File: src/rtl/pn_token_tx_if.sv
// Token/result channel between pn_token_tx (master) and the PN evaluator (slave).
interface pn_token_tx_if;
   logic [1:0]  pn_mode;
   logic        pn_operator;
   logic [2:0]  pn_in;
   logic        pn_in_valid;
   logic        pn_out_valid;
   logic [31:0] pn_out;

   modport master (
      output pn_mode, pn_operator, pn_in, pn_in_valid,
      input  pn_out_valid, pn_out
   );

   modport slave (
      input  pn_mode, pn_operator, pn_in, pn_in_valid,
      output pn_out_valid, pn_out
   );
endinterface

File: src/rtl/pn_token_tx.sv
// Streams a host-loaded Polish Notation expression to the PN evaluator and
// collects its result burst, flagging illegal lengths and result timeouts.
module pn_token_tx #(
   parameter int MAX_TOK = 12,
   parameter int TIMEOUT = 64
) (
   input  logic                clk,
   input  logic                rst_n,
   input  logic                start,
   input  logic [1:0]          cfg_mode,
   input  logic [3:0]          cfg_len,
   input  logic [11:0]         cfg_op,
   input  logic [35:0]         cfg_val,
   output logic                busy,
   output logic                done,
   output logic                err_len,
   output logic                err_timeout,
   output logic [2:0]          res_cnt,
   output logic [127:0]        res_data,
   pn_token_tx_if.master       pn
);

   localparam int TW = $clog2(TIMEOUT + 1);

   typedef enum logic [2:0] {
      IDLE,
      CHECK,
      SEND,
      WAIT,
      FIN
   } state_t;

   state_t            state_q, state_d;
   logic [1:0]        mode_q, mode_d;
   logic [3:0]        len_q, len_d;
   logic [11:0]       op_q, op_d;
   logic [35:0]       val_q, val_d;
   logic [3:0]        tok_idx_q, tok_idx_d;
   logic [2:0]        exp_q, exp_d;
   logic [TW-1:0]     tmo_q, tmo_d;
   logic [2:0]        res_cnt_q, res_cnt_d;
   logic [3:0][31:0]  res_q, res_d;
   logic              busy_q, busy_d;
   logic              done_q, done_d;
   logic              err_len_q, err_len_d;
   logic              err_timeout_q, err_timeout_d;
   logic [1:0]        pn_mode_q, pn_mode_d;
   logic              pn_operator_q, pn_operator_d;
   logic [2:0]        pn_in_q, pn_in_d;
   logic              pn_in_valid_q, pn_in_valid_d;
   logic              len_bad;

   always_ff @(posedge clk or negedge rst_n) begin
      if (!rst_n) begin
         state_q       <= IDLE;
         mode_q        <= '0;
         len_q         <= '0;
         op_q          <= '0;
         val_q         <= '0;
         tok_idx_q     <= '0;
         exp_q         <= '0;
         tmo_q         <= '0;
         res_cnt_q     <= '0;
         res_q         <= '0;
         busy_q        <= 1'b0;
         done_q        <= 1'b0;
         err_len_q     <= 1'b0;
         err_timeout_q <= 1'b0;
         pn_mode_q     <= '0;
         pn_operator_q <= 1'b0;
         pn_in_q       <= '0;
         pn_in_valid_q <= 1'b0;
      end else begin
         state_q       <= state_d;
         mode_q        <= mode_d;
         len_q         <= len_d;
         op_q          <= op_d;
         val_q         <= val_d;
         tok_idx_q     <= tok_idx_d;
         exp_q         <= exp_d;
         tmo_q         <= tmo_d;
         res_cnt_q     <= res_cnt_d;
         res_q         <= res_d;
         busy_q        <= busy_d;
         done_q        <= done_d;
         err_len_q     <= err_len_d;
         err_timeout_q <= err_timeout_d;
         pn_mode_q     <= pn_mode_d;
         pn_operator_q <= pn_operator_d;
         pn_in_q       <= pn_in_d;
         pn_in_valid_q <= pn_in_valid_d;
      end
   end

   // Sorted modes (0/1) carry one result per operator triple; stack modes yield one.
   assign len_bad = (len_q == 4'd0) || (len_q > 4'(MAX_TOK)) ||
                    (!mode_q[1] && ((len_q % 4'd3) != 4'd0));

   always_comb begin
      state_d       = state_q;
      mode_d        = mode_q;
      len_d         = len_q;
      op_d          = op_q;
      val_d         = val_q;
      tok_idx_d     = tok_idx_q;
      exp_d         = exp_q;
      tmo_d         = tmo_q;
      res_cnt_d     = res_cnt_q;
      res_d         = res_q;
      busy_d        = busy_q;
      done_d        = 1'b0;
      err_len_d     = err_len_q;
      err_timeout_d = err_timeout_q;
      pn_mode_d     = '0;
      pn_operator_d = 1'b0;
      pn_in_d       = '0;
      pn_in_valid_d = 1'b0;

      case (state_q)
         IDLE: begin
            if (start) begin
               mode_d        = cfg_mode;
               len_d         = cfg_len;
               op_d          = cfg_op;
               val_d         = cfg_val;
               tok_idx_d     = '0;
               tmo_d         = '0;
               res_cnt_d     = '0;
               res_d         = '0;
               err_len_d     = 1'b0;
               err_timeout_d = 1'b0;
               busy_d        = 1'b1;
               state_d       = CHECK;
            end
         end

         CHECK: begin
            exp_d = mode_q[1] ? 3'd1 : 3'(len_q / 4'd3);
            if (len_bad) begin
               err_len_d = 1'b1;
               busy_d    = 1'b0;
               done_d    = 1'b1;
               state_d   = FIN;
            end else begin
               state_d = SEND;
            end
         end

         // The latched op/val vectors are consumed LSB-first by shifting.
         SEND: begin
            if (tok_idx_q != len_q) begin
               pn_in_valid_d = 1'b1;
               pn_operator_d = op_q[0];
               pn_in_d       = val_q[2:0];
               pn_mode_d     = (tok_idx_q == 4'd0) ? mode_q : 2'd0;
               op_d          = op_q >> 1;
               val_d         = val_q >> 3;
               tok_idx_d     = tok_idx_q + 4'd1;
            end else begin
               tmo_d   = '0;
               state_d = WAIT;
            end
         end

         WAIT: begin
            if (res_cnt_q == exp_q) begin
               busy_d  = 1'b0;
               done_d  = 1'b1;
               state_d = FIN;
            end else if (pn.pn_out_valid) begin
               res_d[res_cnt_q[1:0]] = pn.pn_out;
               res_cnt_d             = res_cnt_q + 3'd1;
               tmo_d                 = '0;
            end else begin
               tmo_d = tmo_q + 1'b1;
               if (tmo_d == TW'(TIMEOUT)) begin
                  err_timeout_d = 1'b1;
                  busy_d        = 1'b0;
                  done_d        = 1'b1;
                  state_d       = FIN;
               end
            end
         end

         FIN: begin
            state_d = IDLE;
         end

         default: begin
            state_d = IDLE;
         end
      endcase
   end

   assign busy           = busy_q;
   assign done           = done_q;
   assign err_len        = err_len_q;
   assign err_timeout    = err_timeout_q;
   assign res_cnt        = res_cnt_q;
   assign res_data       = res_q;
   assign pn.pn_mode     = pn_mode_q;
   assign pn.pn_operator = pn_operator_q;
   assign pn.pn_in       = pn_in_q;
   assign pn.pn_in_valid = pn_in_valid_q;

endmodule

File: src/flat_wrapper.sv
// flat-port wrapper written by rule: the top's interface ports become plain ports
module pn_token_tx_flat 
#(
   parameter int MAX_TOK = 12,
   parameter int TIMEOUT = 64
)
  (clk, rst_n, start, cfg_mode, cfg_len, cfg_op, cfg_val, busy, done, err_len, err_timeout, res_cnt, res_data, pn_pn_mode, pn_pn_operator, pn_pn_in, pn_pn_in_valid, pn_pn_out_valid, pn_pn_out);
  pn_token_tx_if pn_i ();
  input  logic clk;
  input  logic rst_n;
  input  logic start;
  input  logic [1:0] cfg_mode;
  input  logic [3:0] cfg_len;
  input  logic [11:0] cfg_op;
  input  logic [35:0] cfg_val;
  output logic busy;
  output logic done;
  output logic err_len;
  output logic err_timeout;
  output logic [2:0] res_cnt;
  output logic [127:0] res_data;
  output wire logic [$bits(pn_i.pn_mode)-1:0] pn_pn_mode;
  output wire logic [$bits(pn_i.pn_operator)-1:0] pn_pn_operator;
  output wire logic [$bits(pn_i.pn_in)-1:0] pn_pn_in;
  output wire logic [$bits(pn_i.pn_in_valid)-1:0] pn_pn_in_valid;
  input wire logic [$bits(pn_i.pn_out_valid)-1:0] pn_pn_out_valid;
  input wire logic [$bits(pn_i.pn_out)-1:0] pn_pn_out;
  assign pn_pn_mode = pn_i.pn_mode;
  assign pn_pn_operator = pn_i.pn_operator;
  assign pn_pn_in = pn_i.pn_in;
  assign pn_pn_in_valid = pn_i.pn_in_valid;
  assign pn_i.pn_out_valid = pn_pn_out_valid;
  assign pn_i.pn_out = pn_pn_out;
  pn_token_tx #(.MAX_TOK(MAX_TOK), .TIMEOUT(TIMEOUT)) u_core (.clk(clk), .rst_n(rst_n), .start(start), .cfg_mode(cfg_mode), .cfg_len(cfg_len), .cfg_op(cfg_op), .cfg_val(cfg_val), .busy(busy), .done(done), .err_len(err_len), .err_timeout(err_timeout), .res_cnt(res_cnt), .res_data(res_data), .pn(pn_i));
endmodule
File: config.mk
export PLATFORM = sky130hd
export DESIGN_NAME = pn_token_tx_flat
export DESIGN_NICKNAME = d
export VERILOG_FILES = /design/src/rtl/pn_token_tx_if.sv /design/src/rtl/pn_token_tx.sv /design/src/flat_wrapper.sv
export SDC_FILE = /design/constraint.sdc
export NUM_CORES = 1
export LEC_CHECK = 0
export CORE_UTILIZATION = 57
export CTS_CLUSTER_SIZE = 40
export DETAILED_ROUTE_END_ITERATION = 8
export DONT_BUFFER_PORTS = 1
export PLACE_DENSITY = 0.75
export SYNTH_ARGS = -nofsm -noshare
export SYNTH_HDL_FRONTEND = slang
export SYNTH_SLANG_ARGS = --single-unit
File: constraint.sdc
create_clock -name clk -period 2.5 [get_ports clk]
set_input_delay 0.75 -clock clk [delete_from_list [all_inputs] [get_ports clk]]
set_output_delay 0.75 -clock clk [all_outputs]
set_load 0.05 [all_outputs]
==> results of run 1 <==
## critical path, cell delays in order (launching register included)
cell and delay, ps:
dfrtp_2 440, nand2b_4 100, inv_4 40, ha_4 150, inv_2 50, ha_4 180, o211ai_1 100, o21ai_1 130
ha_2 230, o21ba_4 160, o211ai_1 110, nor4_1 80, nor3_1 340, buf_4 190, a211oi_2 60, a21o_1 170
## placed cells by master (no fill, tap or decap), types with 3 or more instances in the layout
master,count
dfrtp_1,212
a22o_1,128
nor2_1,58
mux2i_1,45
a21oi_1,41
nand2_1,28
buf_4,27
clkbuf_16,23
o21ai_0,21
inv_1,11
a21oi_2,11
ha_1,7
xor2_1,6
and2_1,6
mux2_2,6
clkbuf_1,6
and3_1,5
nand2b_1,4
nor3_1,4
o21ai_2,4
o31ai_1,4
clkinv_2,4
o211ai_1,3
xnor2_1,3
nor2b_1,3
nand3_1,3
clkbuf_8,3
## stage by stage
stage	hold WS [ps]	power (mW)	cell area, µm²	utilization, %
after floorplan	454	8.07	8930	-
after global placement	461	8.49	9020	59.3
after detailed placement	457	8.68	9020	59.3
after CTS	-53.9	11.7	9700	63.8
after global routing	-59.6	12.5	9760	64.2
final	-31.3	11.9	9760	64.2
## routing by layer
| metal | global-route usage [%] | part of all wire [%] | vias to the layer above |
|---|---|---|---|
| met2 | 40.8 | 49 | 255 |
| met1 | 31.3 | 39 | 2969 |
| met4 | 7.35 | 2.4 | 0 |
| li1 | - | - | 2584 |
| met5 | 0 | 0 | - |
| met3 | 7.00 | 9.2 | 43 |
## worst min path at each step
stage | slack, ps | end | cells past startpoint
3_5_place_dp | 460 | u_core.val_q[32]$_DFFE_PN0P_ | 0
6_report | -30 | u_core.done$_DFF_PN0_ | 0
4_1_cts | -50 | u_core.tmo_q[6]$_DFFE_PN0P_ | 0
3_3_place_gp | 460 | u_core.val_q[32]$_DFFE_PN0P_ | 0
5_1_grt | -60 | u_core.tmo_q[6]$_DFFE_PN0P_ | 0
2_1_floorplan | 450 | u_core.busy$_DFFE_PN0P_ | 0
## cells in the mapped netlist, types with 4 or more instances
master    count  area (µm²)
dfrtp_1     213        5330
a22o_1      128        1120
nor2_1       58         218
mux2i_1      45         450
a21oi_1      42         210
buf_2        37         185
nand2_1      28         105
o21ai_0      22         110
inv_1        13        48.8
a21oi_2      10        87.6
ha_1         10         125
buf_6         6        67.6
mux2_2        6        67.6
xor2_1        6        52.6
and3_1        5        31.3
clkbuf_1      5        18.8
nand2b_1      5        31.3
and2_1        4        25.0
nor3_1        4        20.0
o21ai_2       4        35.0
o31ai_1       4        30.0
## flip-flops by register name, summed over array words and instances, names as in the netlist, 2 cells and up
name,flops
u_core.tmo_q,7
u_core.pn.pn_mode,2
u_core.state_q,3
u_core.len_q,4
u_core.pn.pn_in,3
u_core.val_q,36
u_core.res_data,128
u_core.mode_q,2
u_core.res_cnt,3
u_core.exp_q,3
u_core.op_q,12
u_core.tok_idx_q,4
## where the power goes
group | switching (mW) | internal, mW | leakage (nW)
Clock | 1.25 | 1.77 | 0.328
Sequential | 1.24 | 4.15 | 2.81
Combinational | 2.01 | 1.44 | 1.33
Total | 4.51 | 7.36 | 4.47
## cell type report
class / instances / area share [%]
tap: 188 / 2.41
timing repair buffer: 27 / 2.08
sequential: 213 / 54.6
clock buffer: 32 / 6.55
inverter: 14 / 0.564
clock inverter: 6 / 0.359
multi-input combinational: 431 / 33.4
## cells by family after synthesis
logic type,count (synthesis),share of synthesized area [%]
simple gates,131,7.79
compound gates,228,19.8
xor+xnor,11,1.38
flops,213,60.0
fa+ha+maj,10,1.41
buf+inv,64,3.79
mux,51,5.83
## repair_timing
action                                  CTS  global route
pin swaps                                 1             4
buffers inserted                          0             8
endpoints found under the setup margin    1             5
hold endpoints to repair                213           213
resized for setup                         1             3
==> metrics.md, run 1 <==
| Metric | Value |
|---|---|
| Via Count | `5851` |
| Peak Freq | `0.381 GHz` |
| Area grow syn2layout | `9.93%` |
| Number of detailed-routing iterations run before antenna repair | `5` |
| Num rows | `45` |
| Max_slew headroom | `48.6%` |
| Non-filler instance count after layout | `911` |
| Initial Utilization | `58.4%` |
| Placement Setup Slack | `-7.27 ps` |
| YS warnings | `0` |
| Max cap viols | `0` |
| Number of placed instances, taps included | `865` |
| Antenna diodes | `0` |
| Worst-skew pair later-pin latency | `490 ps` |
| Post-DP HPWL | `13.2 mm` |
| Cell Area, Synth | `8880 µm²` |
| Total gr overflow | `0` |
| Initial DRC count | `402` |
| Port-buffer cells | `0` |
| Crit path from | `u_core.len_q[2]$_DFFE_PN0P_` |
| Status | `finished with violations` |
| Worst EP arrival | `3000 ps` |
| Syn Inst Count | `708` |
| DRT Wirelength | `19.9 mm` |
| Largest net degree at the start of global routing | `214` |
| Syn avg cell area | `12.5 µm²` |
| Hold Crit Class | `input pin to asynchronous set/reset pin` |
| Leak | `4.47 nW` |
| Main synth FF type | `dfrtp_1` |
| Layout Skew | `17.6 ps` |
| Reg2Reg Depth | `15` |
| Vias in the first global route | `5730` |
| Final Max Tran Viols | `0` |
| Synth Register Bits | `213` |
| Ys async rst share | `100%` |
| Die area | `16100 µm²` |
| Register area | `5330 µm²` |
| Clock Tree Root | `clkbuf_16` |
| Final period util | `105%` |
| Sequential cell area fraction in the yosys report | `60.0%` |
| Slew @ Worst Pin | `771 ps` |
| CP Launch Type | `flop` |
| Post-layout min period | `2620 ps` |
| Die span in y | `127 µm` |
| Htree depth | `1` |
| Reg2reg end | `u_core.state_q[1]$_DFFE_PN0P_` |
| Initial antenna violation count | `0` |
| Worst reg2reg startpoint | `u_core.len_q[2]$_DFFE_PN0P_` |
| Top Ports | `232` |
| Clock tree buffer depth | `3` |
| All-Layer GR Usage | `24.5%` |
| Pwr dens | `1220 nW/µm²` |
| Final RePlAce weighted congestion | `0.858` |
| Final hold vios | `83` |
| CTS tree | `yes` |
| Worst vdd ir | `906 µV` |
| Layout Nets | `809` |
| Core Box Area | `15200 µm²` |
| Total CTS buffers | `22` |
| Crit path required time | `2880 ps` |
| Clock slew at reported path FFs | `60 ps` |
| Via density | `6.42` |
| Post-Syn Nets | `808` |
| Finish-stage setup viols | `3` |
| Global-route wire length before repair | `31.6 mm` |
| Failing checks | `negative hold slack, negative setup slack` |
| Fin Setup TNS | `-215 ps` |
| DRC viols | `0` |
| Layout cell share with drive strength beyond 1 | `14.7%` |
| Yosys cell types | `60` |
| Sinks on Clock Net | `213` |
| CP Capture Point | `u_core.state_q[1]$_DFFE_PN0P_` |
| Fin Hold WS | `-31.3 ps` |
| Routed wire per std cell | `21.8 µm` |
| Post-route ant nets | `0` |
| Post-synth EDFFs | `0` |
| Fillers | `1114` |
| Die W | `127 µm` |
| RSZ-0062 raised after global routing | `yes` |
| Multi-input logic area | `3270 µm²` |
| Crit. End Element | `flop` |
| Crit path max fanout | `8` |
| R2r setup slk | `-120 ps` |
| Critical path type | `flop to flop` |
| Setup ws final | `-122 ps` |
No activity file was read; power rests on OpenSTA's default activity.
==> run 2: changes to the inputs <==
- CTS_CLUSTER_SIZE: 40 -> 16
- SETUP_SLACK_MARGIN: unset -> 0.05
==> run 2 against run 1 <==
  * The run ends with negative hold slack left
  * Sequential share of layout area shrank 0.63 points
  * Via count up 1.3%
  * Non-clock buffer count fell by 2
  * Total power increased by 4.1%
  * Clock skew decreased by 6.4 ps
  * Die area is the same
  * Highest routed layer unchanged
==> metrics.md, run 2 (synthesized netlist as in run 1, its figures left out) <==
| Metric | Value |
|---|---|
| Status | `finished with violations` |
| Failing checks | `negative hold slack` |
| Post-route ant nets | `0 (unchanged)` |
| Core Box Area | `15200 µm² (unchanged)` |
| Leak | `4.52 nW (+1.1%)` |
| Final period util | `99.0% (-5.9 points)` |
| CP peak stage delay | `360 ps (-80 ps)` |
| Via density | `6.52 (+1.5%)` |
| Combinational group share of total power | `28.6% (-0.5 points)` |
| Initial antenna violation count | `0 (unchanged)` |
| Worst vdd ir | `908 µV (+0.13%)` |
| Slew @ Worst Pin | `611 ps (-160 ps)` |
| Crit path max fanout | `7 (-1)` |
| Critical path buffer and inverter count | `1 (-2)` |
| Peak Freq | `0.404 GHz (+6.0%)` |
| Worst-skew pair later-pin latency | `500 ps (about the same)` |
| Total gr overflow | `0 (unchanged)` |
| Htree depth | `1 (unchanged)` |
| Initial DRC count | `438 (+9.0%)` |
| Die span in y | `127 µm (unchanged)` |
| Sinks on Clock Net | `213 (unchanged)` |
| DRC viols | `0 (unchanged)` |
| Num rows | `45 (unchanged)` |
| Via Count | `5928 (+1.3%)` |
| Layout cell share with drive strength beyond 1 | `14.6% (-0.098 points)` |
| Initial Utilization | `58.4% (unchanged)` |
| Final hold vios | `89 (+7.2%)` |
| Final Max Tran Viols | `0 (unchanged)` |
| Die W | `127 µm (unchanged)` |
| Critical path type | `flop to flop` |
| Number of flip-flops under the largest register name | `128 (unchanged)` |
| Clock tree buffer depth | `3 (unchanged)` |
| Global-route wire length before repair | `33.0 mm (+4.5%)` |
| Max cap viols | `0 (unchanged)` |
| Antenna diodes | `0 (unchanged)` |
| Int Power | `7.71 mW (+4.8%)` |
| CP max-delay cell | `dfrtp_1` |
| Switching part of the total | `37.6% (-0.45 points)` |
| Area grow syn2layout | `11.2%` |
| RSZ-0062 raised after global routing | `yes` |
| Post-route cell area | `9880 µm² (+1.1%)` |
| CP Depth | `12 (-3)` |
| Top Ports | `232 (unchanged)` |
| Post-layout min period | `2470 ps (-148 ps)` |
| Flop pwr share | `43.8% (-1.7 points)` |
| Clock slew at reported path FFs | `60 ps (about the same)` |
| Die area | `16100 µm² (unchanged)` |
| Crit. End Element | `flop` |
| Post-DP HPWL | `13.7 mm (+3.9%)` |
| Hold Crit Class | `input pin to asynchronous set/reset pin` |
| Number of placed instances, taps included | `865 (unchanged)` |
| Layout Nets | `808 (-0.12%)` |
| Net Switching | `4.64 mW (+2.9%)` |
| Non-filler instance count after layout | `909 (-0.22%)` |
| Final RePlAce weighted congestion | `0.916 (+6.7%)` |
| CTS tree | `yes` |
| Routed wire per std cell | `23.1 µm (+5.8%)` |
| Crit path top cell by count | `o211ai_1` |
| Reg2Reg Depth | `12 (-3)` |
| Pwr dens | `1250 nW/µm² (+2.9%)` |
| R2r setup slk | `30 ps (+150 ps)` |
| Port-buffer cells | `0 (unchanged)` |
| Crit-path cells | `buf_4 -> nand2b_1 -> ha_4 -> o211ai_1 -> o21ai_1 -> ha_2 -> o21ba_4 -> o211ai_1 -> nor4_2 -> nor3_2 -> a21oi_2 -> o221a_1` |
| Fin Hold WS | `-59.2 ps (-27.9 ps)` |
| Max_slew headroom | `59.3% (+11 points)` |
| All-Layer GR Usage | `26.0% (+1.5 points)` |
| Number of detailed-routing iterations run before antenna repair | `4 (-1)` |
| CP Launch Type | `flop` |
| Pwr Total | `12.4 mW (+4.1%)` |
| Layout Skew | `11.2 ps (-6.37 ps)` |
| Most common cell after layout, fill and taps aside | `dfrtp_1` |
| Finish-stage setup viols | `0 (-3)` |
| Worst EP arrival | `2910 ps (-90 ps)` |
| Cell family with the largest share of critical-path delay | `compound AO/OA/AOI/OAI gates` |
| Placed cell areas | `9050 µm² (+0.42%)` |
| Total CTS buffers | `23 (+4.5%)` |
| Crit path required time | `2930 ps (+50 ps)` |
| Vias in the first global route | `5994 (+4.6%)` |
| Clock Tree Root | `clkbuf_16` |
| DRT Wirelength | `21.0 mm (+5.5%)` |
| Clock Power Share | `27.6% (+2.1 points)` |
| Largest net degree at the start of global routing | `214 (unchanged)` |
| Commonest non-fill, non-tap cells in the layout | `dfrtp_1, a22o_1, nor2_1, mux2i_1, a21oi_1` |
## run 2: changes by cell type in the layout (fill, tap and decap cells not counted), sizes merged
cell / change
bufinv: +3
buf: -2
clkinvlp: -2
clkinv: -1
## run 2: metrics by stage
stage               utilization (%)  setup slack [ps]  TNS [ps]  hold slack, ps
global placement               59.6               164         0             460
floorplan                         -             -24.1     -26.4             454
global route                   65.0             -85.8      -336           -79.5
finish                         65.0              26.2         0           -59.2
detailed placement             59.6             -97.4      -228             458
CTS                            64.9             -31.5     -31.5           -82.7
## run 2: power groups by stage
stage	Clock, mW	Sequential (mW)	Combinational, mW
after floorplan	0	5.32	2.76
after global placement	0	5.41	3.13
after detailed placement	0	5.45	3.35
after CTS	3.48	5.40	3.49
after global routing	3.59	5.49	3.86
final	3.41	5.41	3.53
## run 2: area by class of cell
| type | instances | area [µm²] |
|---|---|---|
| clock buffer | 32 | 649 |
| clock inverter | 6 | 109 |
| fill | 1112 | 5330 |
| inverter | 14 | 55.1 |
| multi-input combinational | 431 | 3270 |
| sequential | 213 | 5330 |
| tap | 188 | 235 |
| timing repair buffer | 25 | 225 |
## run 2: final timing paths
check	start	endpoint
hold / removal	rst_n	u_core.val_q[29]$_DFFE_PN0P_
min in group clk	cfg_val[35]	u_core.val_q[35]$_DFFE_PN0P_
max in group asynchronous	rst_n	u_core.res_data[1]$_DFFE_PN0P_
hold reg to reg	u_core.exp_q[0]$_DFFE_PN0P_	u_core.exp_q[0]$_DFFE_PN0P_
setup / recovery	u_core.len_q[3]$_DFFE_PN0P_	u_core.busy$_DFFE_PN0P_
setup reg to reg	u_core.len_q[3]$_DFFE_PN0P_	u_core.busy$_DFFE_PN0P_
## run 2: timing repair
action                     in CTS  in global routing
setup endpoints to repair       5                  6
gates resized for setup         4                  0
pin swaps                       4                  2
hold endpoints to repair      213                213
setup buffers                   5                  1
## run 2: layer usage
| layer | global-route usage [%] | share of wire (%) |
|---|---|---|
| met1 | 32.7 | 39 |
| met2 | 43.3 | 49 |
| met3 | 7.13 | 8.7 |
| met4 | 9.66 | 3.4 |
| met5 | 0 | 0 |
==> run 3: changes to the inputs <==
- PLACE_DENSITY: 0.75 -> unset
- PLACE_DENSITY_LB_ADDON: unset -> 0.1
==> run 3 against run 2 <==
  * The run still ends with negative hold slack left
  * Clock power is 3% lower
  * Flip-flop and latch count stayed put
  * Wire length is 0.91% lower
  * Clock skew is 1.5 ps higher
  * Largest power group unchanged
  * Final area is 0.10% higher
  * Critical path type unchanged
  * Combinational power is 1% lower
  * Fmax is 2.2% higher
  * Critical path depth is 2 higher
  * Non-clock buffer count is 1 higher
==> metrics.md, run 3 (synthesized netlist as in run 1, its figures left out) <==
| Metric | Value |
|---|---|
| Status | `finished with violations` |
| Failing checks | `negative hold slack` |
| Htree depth | `1 (unchanged)` |
| Top Ports | `232 (unchanged)` |
| Hold Crit Class | `input pin to asynchronous set/reset pin` |
| CP max-delay cell | `dfrtp_1` |
| Clock Power Share | `27.0% (-0.6 points)` |
| Slew @ Worst Pin | `769 ps (+158 ps)` |
| Most common cell after layout, fill and taps aside | `dfrtp_1` |
| Finish-stage setup viols | `0 (unchanged)` |
| DRC viols | `0 (unchanged)` |
| Initial antenna violation count | `0 (unchanged)` |
| Total CTS buffers | `22 (-4.3%)` |
| Clock tree buffer depth | `3 (unchanged)` |
| Worst EP arrival | `2810 ps (-100 ps)` |
| Crit path required time | `2890 ps (-40 ps)` |
| Max cap viols | `0 (unchanged)` |
| Die span in y | `127 µm (unchanged)` |
| Clock Tree Root | `clkbuf_16` |
| Post-DP HPWL | `13.2 mm (-3.2%)` |
| CP Launch Type | `flop` |
| Switching part of the total | `37.4% (-0.19 points)` |
| Worst vdd ir | `925 µV (+1.9%)` |
| Final period util | `96.9% (-2.1 points)` |
| Number of flip-flops under the largest register name | `128 (unchanged)` |
| Pwr Total | `12.2 mW (-1.3%)` |
| Via Count | `5861 (-1.1%)` |
| Combinational group share of total power | `28.6% (about the same)` |
| Global-route wire length before repair | `32.5 mm (-1.4%)` |
| RSZ-0062 raised after global routing | `yes` |
| Final hold vios | `157 (+76%)` |
| Die W | `127 µm (unchanged)` |
| Port-buffer cells | `0 (unchanged)` |
| Number of detailed-routing iterations run before antenna repair | `4 (unchanged)` |
| Via density | `6.43 (-1.3%)` |
| Clock slew at reported path FFs | `60 ps (about the same)` |
| Peak Freq | `0.413 GHz (+2.2%)` |
| Post-route ant nets | `0 (unchanged)` |
| Net Switching | `4.56 mW (-1.8%)` |
| Final Max Tran Viols | `0 (unchanged)` |
| Final core occ | `65.0% (+0.066 points)` |
| Initial Utilization | `58.4% (unchanged)` |
| Layout Nets | `808 (unchanged)` |
| Leak | `4.52 nW (about the same)` |
| Critical path type | `flop to flop` |
| Layout cell share with drive strength beyond 1 | `14.8% (+0.24 points)` |
| Worst-skew pair later-pin latency | `510 ps (about the same)` |
| All-Layer GR Usage | `25.8% (-0.22 points)` |
| Critical path buffer and inverter count | `2 (+1)` |
| Die area | `16100 µm² (unchanged)` |
| Pwr dens | `1230 nW/µm² (-1.4%)` |
| Fin Hold WS | `-59.5 ps (-0.284 ps)` |
| Final RePlAce weighted congestion | `0.795 (-13%)` |
| Crit-path cells | `nand2b_4 -> inv_4 -> ha_4 -> inv_2 -> ha_4 -> o211ai_1 -> o21ai_1 -> ha_2 -> o21ba_4 -> o211ai_1 -> nor4_1 -> nor3_1 -> a21oi_2 -> o221a_1` |
| Commonest non-fill, non-tap cells in the layout | `dfrtp_1, a22o_1, nor2_1, mux2i_1, a21oi_1` |
| Largest net degree at the start of global routing | `214 (unchanged)` |
| Area grow syn2layout | `11.3%` |
| Initial DRC count | `253 (-42%)` |
| Num rows | `45 (unchanged)` |
| Sinks on Clock Net | `213 (unchanged)` |
| Routed wire per std cell | `22.8 µm (-1.1%)` |
| Crit. End Element | `flop` |
| Flop pwr share | `44.3% (+0.5 points)` |
| Crit path max fanout | `5 (-2)` |
| Max_slew headroom | `48.7% (-11 points)` |
| Vias in the first global route | `5861 (-2.2%)` |
| Post-layout min period | `2420 ps (-52.2 ps)` |
| DRT Wirelength | `20.8 mm (-0.91%)` |
| Layout Skew | `12.7 ps (+1.48 ps)` |
| Int Power | `7.64 mW (-0.98%)` |
| CP peak stage delay | `420 ps (+60 ps)` |
| Total gr overflow | `0 (unchanged)` |
| Antenna diodes | `0 (unchanged)` |
| CTS tree | `yes` |
| Core Box Area | `15200 µm² (unchanged)` |
| Cell family with the largest share of critical-path delay | `compound AO/OA/AOI/OAI gates` |
-- run 3: cell type report --
type | count | area [µm²]
clock buffer | 28 | 593
clock inverter | 11 | 146
fill | 1150 | 5320
inverter | 14 | 55.1
multi-input combinational | 431 | 3270
sequential | 213 | 5330
tap | 188 | 235
timing repair buffer | 26 | 258
-- run 3: final timing paths --
kind	from	end	slack (ps)	cells after the start
worst max-delay path	u_core.len_q[2]$_DFFE_PN0P_	u_core.busy$_DFFE_PN0P_	80	14
worst min-delay path	rst_n	u_core.res_data[57]$_DFFE_PN0P_	-60	0
worst max register to register	u_core.len_q[2]$_DFFE_PN0P_	u_core.busy$_DFFE_PN0P_	80	14
worst min register to register	u_core.val_q[1]$_DFFE_PN0P_	u_core.pn.pn_in[1]$_DFF_PN0_	500	1
max in group asynchronous	rst_n	u_core.val_q[23]$_DFFE_PN0P_	2270	0
min in group clk	cfg_op[11]	u_core.op_q[11]$_DFFE_PN0P_	370	2
-- run 3: metal layers --
layer | global-route usage (%) | routed length, µm | share of wire, % | vias to the layer above
met4 | 10.1 | 755 | 3.6 | 0
met1 | 31.7 | 8170 | 39 | 2970
met5 | 0 | 0 | 0 | -
li1 | - | - | - | 2588
met3 | 7.68 | 1840 | 8.9 | 51
met2 | 43.1 | 10000 | 48 | 252
-- run 3: through the flow --
stage,std cells,area [µm²],setup slack [ps],setup TNS [ps]
after global routing,911,9890,-119,-480
after detailed placement,866,9090,-8.59,-12.1
after floorplan,708,8930,-24.1,-26.4
after global placement,866,9090,111,0
after CTS,908,9860,105,0
final,911,9890,78.4,0
-- run 3: timing repair --
| item | in CTS | in global routing |
|---|---|---|
| setup endpoints to repair | 4 | 5 |
| setup buffers | 3 | 3 |
| gates resized for setup | 2 | 3 |
| endpoints found under the hold margin | 213 | 213 |
| pin swaps | 1 | 2 |
-- run 3: power by group through the flow --
stage | registers, mW | clock network, mW | logic [mW]
5_1_grt | 5.49 | 3.49 | 3.86
4_1_cts | 5.41 | 3.37 | 3.42
3_3_place_gp | 5.43 | 0 | 3.23
3_5_place_dp | 5.46 | 0 | 3.35
6_report | 5.41 | 3.30 | 3.49
2_1_floorplan | 5.32 | 0 | 2.76
